**config.mk**
```make
export PLATFORM = sky130hd
export DESIGN_NAME = clk_div_prog
export DESIGN_NICKNAME = d
export VERILOG_FILES = /design/src/rtl/clk_div_prog.sv
export SDC_FILE = /design/constraint.sdc
export NUM_CORES = 1
export LEC_CHECK = 0
export CORE_MARGIN = 1.5
export CORE_UTILIZATION = 60
export DETAILED_ROUTE_END_ITERATION = 12
export PLACE_DENSITY_LB_ADDON = 0.3
export SLEW_MARGIN = 20
export SYNTH_ARGS = -nofsm -noshare
export SYNTH_HDL_FRONTEND = slang
export SYNTH_SLANG_ARGS = --single-unit
```
**constraint.sdc**
```tcl
create_clock -name clk_in -period 5.85 [get_ports clk_in]
set_clock_uncertainty 0.2 [all_clocks]
set_input_delay 1.755 -clock clk_in [delete_from_list [all_inputs] [get_ports clk_in]]
set_output_delay 1.755 -clock clk_in [all_outputs]
set_load 0.02 [all_outputs]
```
**src/rtl/clk_div_prog.sv**
```systemverilog
// clk_div_prog: programmable multi-channel clock divider.
// One fast clock in, NUM_CH independent divided clocks plus matching
// single-cycle ticks (clock enables) out. Each channel's divisor is written
// into a shadow register and copied to the active register only at a period
// boundary (or sync), so a divisor change never produces a runt pulse.
//
// Ports:
//   clk_in   - fast input clock, all logic on its rising edge
//   reset_n  - asynchronous active-low reset
//   en       - per-channel run enable
//   sync     - restart all running channels in phase
//   wr_en    - divisor write strobe
//   wr_ch    - channel index for the write (out-of-range index is ignored)
//   wr_div   - new divisor value
//   clk_out  - divided clocks (registered)
//   tick     - one-cycle pulse coincident with each clk_out rising edge
//   pend     - shadow divisor differs from the active one

// Per-channel divider. High for floor(N/2) cycles, low for ceil(N/2).
module clk_div_ch #(
  parameter int CNT_W       = 8,
  parameter int DEFAULT_DIV = 4
) (
  input  logic             clk_in,
  input  logic             reset_n,
  input  logic             i_en,
  input  logic             i_sync,
  input  logic             i_wr,
  input  logic [CNT_W-1:0] i_wr_div,
  output logic             o_clk,
  output logic             o_tick,
  output logic             o_pend
);
  localparam logic [CNT_W-1:0] DEF = CNT_W'(DEFAULT_DIV);
  localparam logic [CNT_W-1:0] ONE = CNT_W'(1);
  localparam logic [CNT_W-1:0] TWO = CNT_W'(2);

  logic [CNT_W-1:0] r_shadow, r_active, r_cnt;
  logic             r_clk, r_tick;

  logic             w_run, w_bnd, w_sh_ok;
  logic [CNT_W-1:0] w_cnt_inc;

  // A divisor below 2 cannot form a period, so such a channel sits idle.
  assign w_run     = i_en && (r_active >= TWO);
  assign w_bnd     = (r_cnt == r_active - ONE);
  assign w_sh_ok   = (r_shadow >= TWO);
  assign w_cnt_inc = r_cnt + ONE;

  always_ff @(posedge clk_in or negedge reset_n) begin
    if (!reset_n) begin
      r_shadow <= DEF;
      r_active <= DEF;
      r_cnt    <= DEF - ONE;
      r_clk    <= 1'b0;
      r_tick   <= 1'b0;
    end else begin
      // Loads below read the pre-edge shadow, so a write on a boundary/sync
      // edge is picked up one period later.
      if (i_wr) r_shadow <= i_wr_div;

      if (!w_run) begin
        // Prime cnt to the last count so the first enabled edge is a boundary.
        r_active <= r_shadow;
        r_cnt    <= r_shadow - ONE;
        r_clk    <= 1'b0;
        r_tick   <= 1'b0;
      end else if (i_sync || w_bnd) begin
        // A sub-2 shadow lands in active here and the channel idles next edge.
        r_active <= r_shadow;
        r_cnt    <= '0;
        r_clk    <= w_sh_ok;
        r_tick   <= w_sh_ok;
      end else begin
        r_cnt    <= w_cnt_inc;
        r_clk    <= (w_cnt_inc < (r_active >> 1));
        r_tick   <= 1'b0;
      end
    end
  end

  assign o_clk  = r_clk;
  assign o_tick = r_tick;
  assign o_pend = (r_shadow != r_active);
endmodule

module clk_div_prog #(
  parameter int NUM_CH      = 2,
  parameter int CNT_W       = 8,
  parameter int DEFAULT_DIV = 4,
  parameter int CH_W        = (NUM_CH > 1) ? $clog2(NUM_CH) : 1
) (
  input  logic              clk_in,
  input  logic              reset_n,
  input  logic [NUM_CH-1:0] en,
  input  logic              sync,
  input  logic              wr_en,
  input  logic [CH_W-1:0]   wr_ch,
  input  logic [CNT_W-1:0]  wr_div,
  output logic [NUM_CH-1:0] clk_out,
  output logic [NUM_CH-1:0] tick,
  output logic [NUM_CH-1:0] pend
);
  logic [NUM_CH-1:0] w_wr;

  for (genvar c = 0; c < NUM_CH; c++) begin : g_ch
    // Indices >= NUM_CH match no channel, so those writes drop out here.
    assign w_wr[c] = wr_en && (wr_ch == CH_W'(c));

    clk_div_ch #(
      .CNT_W       (CNT_W),
      .DEFAULT_DIV (DEFAULT_DIV)
    ) u_ch (
      .clk_in   (clk_in),
      .reset_n  (reset_n),
      .i_en     (en[c]),
      .i_sync   (sync),
      .i_wr     (w_wr[c]),
      .i_wr_div (wr_div),
      .o_clk    (clk_out[c]),
      .o_tick   (tick[c]),
      .o_pend   (pend[c])
    );
  end
endmodule

```
-- Yosys cells after proc, flatten, opt, wreduce, memory -nomap -nowiden
Index checks and enable logic that the tools add are counted.
- add/sub/neg operators: 6
- $lt $le $gt $ge: 6
- equality and inequality tests: 6
- multiplexer cells: 16
- bitwise logic cells: 1
- reductions and logical operators: 6
- operators by type and width (operator ; count):
    two-way mux 8 bit ; 8
    greater-or-equal comparator 8 x 2 -> 1 bit (second input constant) ; 4
    subtractor 8 x 1 -> 8 bit (second input constant) ; 4
    adder 8 x 1 -> 8 bit (second input constant) ; 2
    == test 8 bit ; 2
    less-than comparator 8 x 7 -> 1 bit ; 2
    inequality test 8 bit ; 2
    two-way mux 1 bit ; 8
    logical AND 1 bit ; 4
    inequality test 2 bit (second input constant) ; 2
    logical OR 1 bit ; 2
    NOT 1 bit ; 1
- bits in registers: 52
- input bits: 15
- output and inout bits: 6
- word-level logic and storage cells: 51

-- Longest topological paths before layout
- depth after elaboration: 5
- mapped depth: 10
- mapped depth without buffers: 10

-- Cells and area by module
Synthesis repeated with hierarchy kept, for this count alone.
- cells, all modules: 346
- area total of the unflattened synthesis: 3489.6 sq um
- by module, submodules not included (module ; instances ; cells each ; area an instance (sq um) ; seq. area each (sq um)):
    clk_div_ch at g_ch[0].u_ch ; 1 ; 168 ; 1761.7 ; 655.6
    clk_div_ch at g_ch[1].u_ch ; 1 ; 176 ; 1711.6 ; 655.6
    clk_div_prog ; 1 ; 2 ; 16.3 ; 0.0

-- Least setup slack after synthesis
OpenSTA, ideal clock, no wires.
- path kind: reg-to-output
- from: register g_ch[1].u_ch.r_active[2]
- to: output pend[1]
- arrival: 1320 ps
- required time: 3895 ps
- slack: 2575 ps
- cell stages (with the launch flop): 6
- path buffers: 2
- cell sequence: dfstp_2 > clkbuf_1 > xor2_1 > nor4_1 > nand2_1 > buf_4
- longest elaborated chain between the ends: 1
- ends and longest elaborated chain (element ; RTL line ; RTL):
    from (decl) ; 38 ; logic [CNT_W-1:0] r_shadow, r_active, r_cnt;
    from (signal assigned) ; 64 ; r_active <= r_shadow;
    from (signal assigned) ; 70 ; r_active <= r_shadow;
    inequality test 8 bit ; 84 ; assign o_pend = (r_shadow != r_active);
    to (decl) ; 102 ; output logic [NUM_CH-1:0] pend
No other way between the ends.

-- Worst setup path in the final report
- from: register g_ch[1].u_ch.r_active[1]
- to: output pend[1]
Same word-level chain as after synthesis.

==> impl_results.md <==
- Syn Area/Cell: 10.3 sq um
- Hold path depth: 1
- Max FO, Critical Path: 8
- Sw power: 0.445 mW
- CP arrival: 2.00 ns
- Initial antenna violation count: 0
- Overall power: 1.23 mW
- Top-level I/O count: 21
- Filler instances: about 430
- RSZ-0062 raised after global routing: false
- Via count: approximately 2.6k
- Area of the multi-input gates: 2010 sq um
- NumNets Final: between 300 and 400
- Total gr overflow: 0
- Clock transition at path regs: 0.09 ns
- Die X-Extent: 79.7 microns
- Core area: 5570 sq um
- Reg area: 1310 sq um
- Die Height: 79.7 microns
- Hold slack final: roughly 0.38 ns
- Final HPWL DP: 5360 microns
- Cell Rows: 27
- Pre-CTS WS: about 1.8 ns
- Layout Utilization: 68.9%
- Num CTS Buffers: 5
- Aggregate global-route resource usage: about a quarter
- Final Cell Area: roughly 3800 sq um
- Synth Area in XOR/XNOR: 14.1%
- Slew @ Worst Pin: about 0.86 ns
- WP buf/inv: 1
- Slew Viols, Final: 0
- Clock sink total: 52
- Largest net degree at the start of global routing: 53
- Post-synthesis simple-gate area fraction: 13.0%
- Initial Utilization: 63.3%
- Crit path launch type: register
- Critical path's largest stage delay: between 0.5 and 0.6 ns
- Routability Congestion: 0.900
- Crit path depth: 4
- CTS tree: built
- Post-synthesis mux area share: 9.96%
- Resize count post-CTS: 0
- Port Buffers: 20
- Setup TNS: 0 ns
- Vias in the first global route: between 2k and 3k
- P_int: 0.785 mW
- Via density: 6.04
- Die area: 6350 sq um
- # hold bufs at CTS: 0
- Post-Synthesis Cell Area: 3530 sq um
- Async SR Flop Fraction: 100%
- Seq cells post-synth: 52
- N_diodes: 0
- Worst path cell trace: xor2_1, nor4_1, nand2_1, clkdlybuf4s50_1
- Synthesized instance count: 343
- Combinational share of power: 34.3%
- Slowest CP cell: clkdlybuf4s50_1
- Area grow syn2layout: 8.83%
- CTS Buffer Depth: 2
- Fin crit share: 67.6%
- CP endpoint kind: primary output
- Final hold vios: 0
- DRT Wirelength: ~7400 microns
- Fin worst setup slack: about 1.9 ns
- Relative slew slack: 42.6%
- Combinational family with the most area after synthesis: XOR/XNOR gates
- Status: finished clean
- DR pass1 iterations: 4
- Synth unique cells: around 50
- EDFF count, synth: 0
- Placement Cell Area: 3710 sq um
- Adder-cell share of the synthesized area: under 10%
- Pleak: 1.64 nW
- Worst-case vdd ir drop: 190 uV
- Final setup violation count: 0
- DP Cell Count: around 420
- Register area share after synthesis: 37.2%
- Max Fclk: ~250 MHz
- Mapped Nets: 380
- Clock Latency Late Sink: 0.30 ns
- Clock share of power: between 20% and 30%
- Final Non-Filler Cells: 425
- Iter 0 DRT Violations: 241
- Most used DFF post-synth: dfrtp_1
- Pwr Density: 320 nW/um^2
- # DRC: 0
- CP required: 3.89 ns
- Worst R2R Path Depth: 7
- Complex-gate fraction of the synthesized area: 11.7%
- Clock tree root driver cell: clkbuf_8
- Post-route minimum period: 3.95 ns
- First-pass GRT wire length: 12600 microns
- Worst min path class: reg2reg
- CP delay by family, top: buffers and inverters
- Number of max-cap violations: 0
- Post-CTS Setup Bufs: 0
- Share of layout cells above drive strength 1: 12.5%
- Yosys warns: 0
- Routed len/inst: 17.3 microns
- Flop pwr share: roughly 44%
- H-tree levels: 2
- Switching Fraction: 36.2%
- Critical path class: reg2out
- ANT nets after route: 0
==> worst paths after layout <==
kind / startpoint / endpoint / slack, ns
min in group asynchronous: reset_n / g_ch[1].u_ch.r_cnt[3] / 1.35
max in group asynchronous: reset_n / g_ch[1].u_ch.r_active[3] / 3.67
worst max-delay path: g_ch[1].u_ch.r_active[1] / pend[1] / 1.90
worst min register to register: g_ch[0].u_ch.r_shadow[0] / g_ch[0].u_ch.r_cnt[0] / 0.38
worst min-delay path: g_ch[0].u_ch.r_shadow[0] / g_ch[0].u_ch.r_cnt[0] / 0.38
worst max register to register: g_ch[0].u_ch.r_active[1] / g_ch[0].u_ch.r_active[7] / 2.86
==> flip-flops by register name, summed over array words and instances (netlist names) <==
signal	count
g_ch.u_ch.r_active	16
g_ch.u_ch.r_shadow	16
g_ch.u_ch.o_tick	2
g_ch.u_ch.o_clk	2
g_ch.u_ch.r_cnt	16
==> cells in the mapped netlist, types with 5 or more instances <==
| library cell | n | area share (%) |
|---|---|---|
| dfrtp_1 | 44 | 31 |
| nor4_1 | 11 | 2.0 |
| o22ai_1 | 5 | 0.89 |
| mux2_1 | 6 | 1.9 |
| dfstp_2 | 8 | 6.0 |
| inv_1 | 25 | 2.7 |
| a21oi_1 | 6 | 0.85 |
| o2bb2ai_1 | 12 | 3.0 |
| nor2b_1 | 5 | 0.89 |
| or3_1 | 5 | 0.89 |
| ha_1 | 22 | 7.8 |
| buf_4 | 6 | 1.3 |
| clkbuf_1 | 10 | 1.1 |
| and3_1 | 5 | 0.89 |
| nand2_1 | 17 | 1.8 |
| xor2_1 | 34 | 8.4 |
| nor2_1 | 12 | 1.3 |
| xnor2_1 | 23 | 5.7 |
| mux2_2 | 19 | 6.1 |
| nor3_1 | 7 | 0.99 |
| o21ai_0 | 5 | 0.71 |
==> kinds of logic (layout without fill, tap and decap cells) <==
group                      after synthesis  after routing
xor gates and xnor gates                57             57
muxes                                   31             31
AOI/OAI and AO/OA                       52             52
buffers and inverters                   45             55
adders and majority gates               23             23
DFF                                     52             52
and+or+nand+nor                         83             83
==> cells in the final DEF, fill, tap and decap left out, types with 4 or more instances in the layout <==
master / Yosys / layout
a21oi_1: 6 / 6
and2_1: 4 / 4
and3_1: 5 / 5
clkbuf_8: 0 / 7
clkdlybuf4s50_1: 0 / 19
dfrtp_1: 44 / 44
dfstp_2: 8 / 8
ha_1: 22 / 22
inv_1: 25 / 25
mux2_1: 6 / 6
mux2_2: 19 / 19
mux2i_1: 4 / 4
nand2_1: 17 / 17
nor2_1: 12 / 12
nor2b_1: 5 / 5
nor3_1: 7 / 7
nor4_1: 11 / 11
o21ai_0: 5 / 5
o22ai_1: 5 / 5
o2bb2ai_1: 12 / 12
o31a_1: 4 / 4
or3_1: 5 / 5
or4_1: 4 / 4
xnor2_1: 23 / 23
xor2_1: 34 / 34
==> routing by layer <==
metal  part of all wire [%]  global-route usage (%)
met1                     46                    37.2
met2                     46                    40.7
met3                    5.7                    4.23
met4                    1.8                    7.37
met5                      0                       0
==> power by group through the flow <==
| stage | Combinational (mW) | Clock [mW] | Sequential [mW] |
|---|---|---|---|
| global placement | 0.402 | 0 | 0.545 |
| global route | 0.468 | 0.282 | 0.555 |
| detailed placement | 0.410 | 0 | 0.547 |
| floorplan | 0.353 | 0 | 0.493 |
| CTS | 0.420 | 0.268 | 0.542 |
| finish | 0.422 | 0.264 | 0.545 |
==> layout make-up <==
cell class              count  share of cell area, %
clock buffers               7                   2.51
repair buffers             22                   5.47
multi-input cells         246                   52.3
inverters                  25                   2.44
well taps                  72                   2.35
clock inverters             1                  0.782
flip-flops and latches     52                   34.1
(Power assumes the default switching activity.)
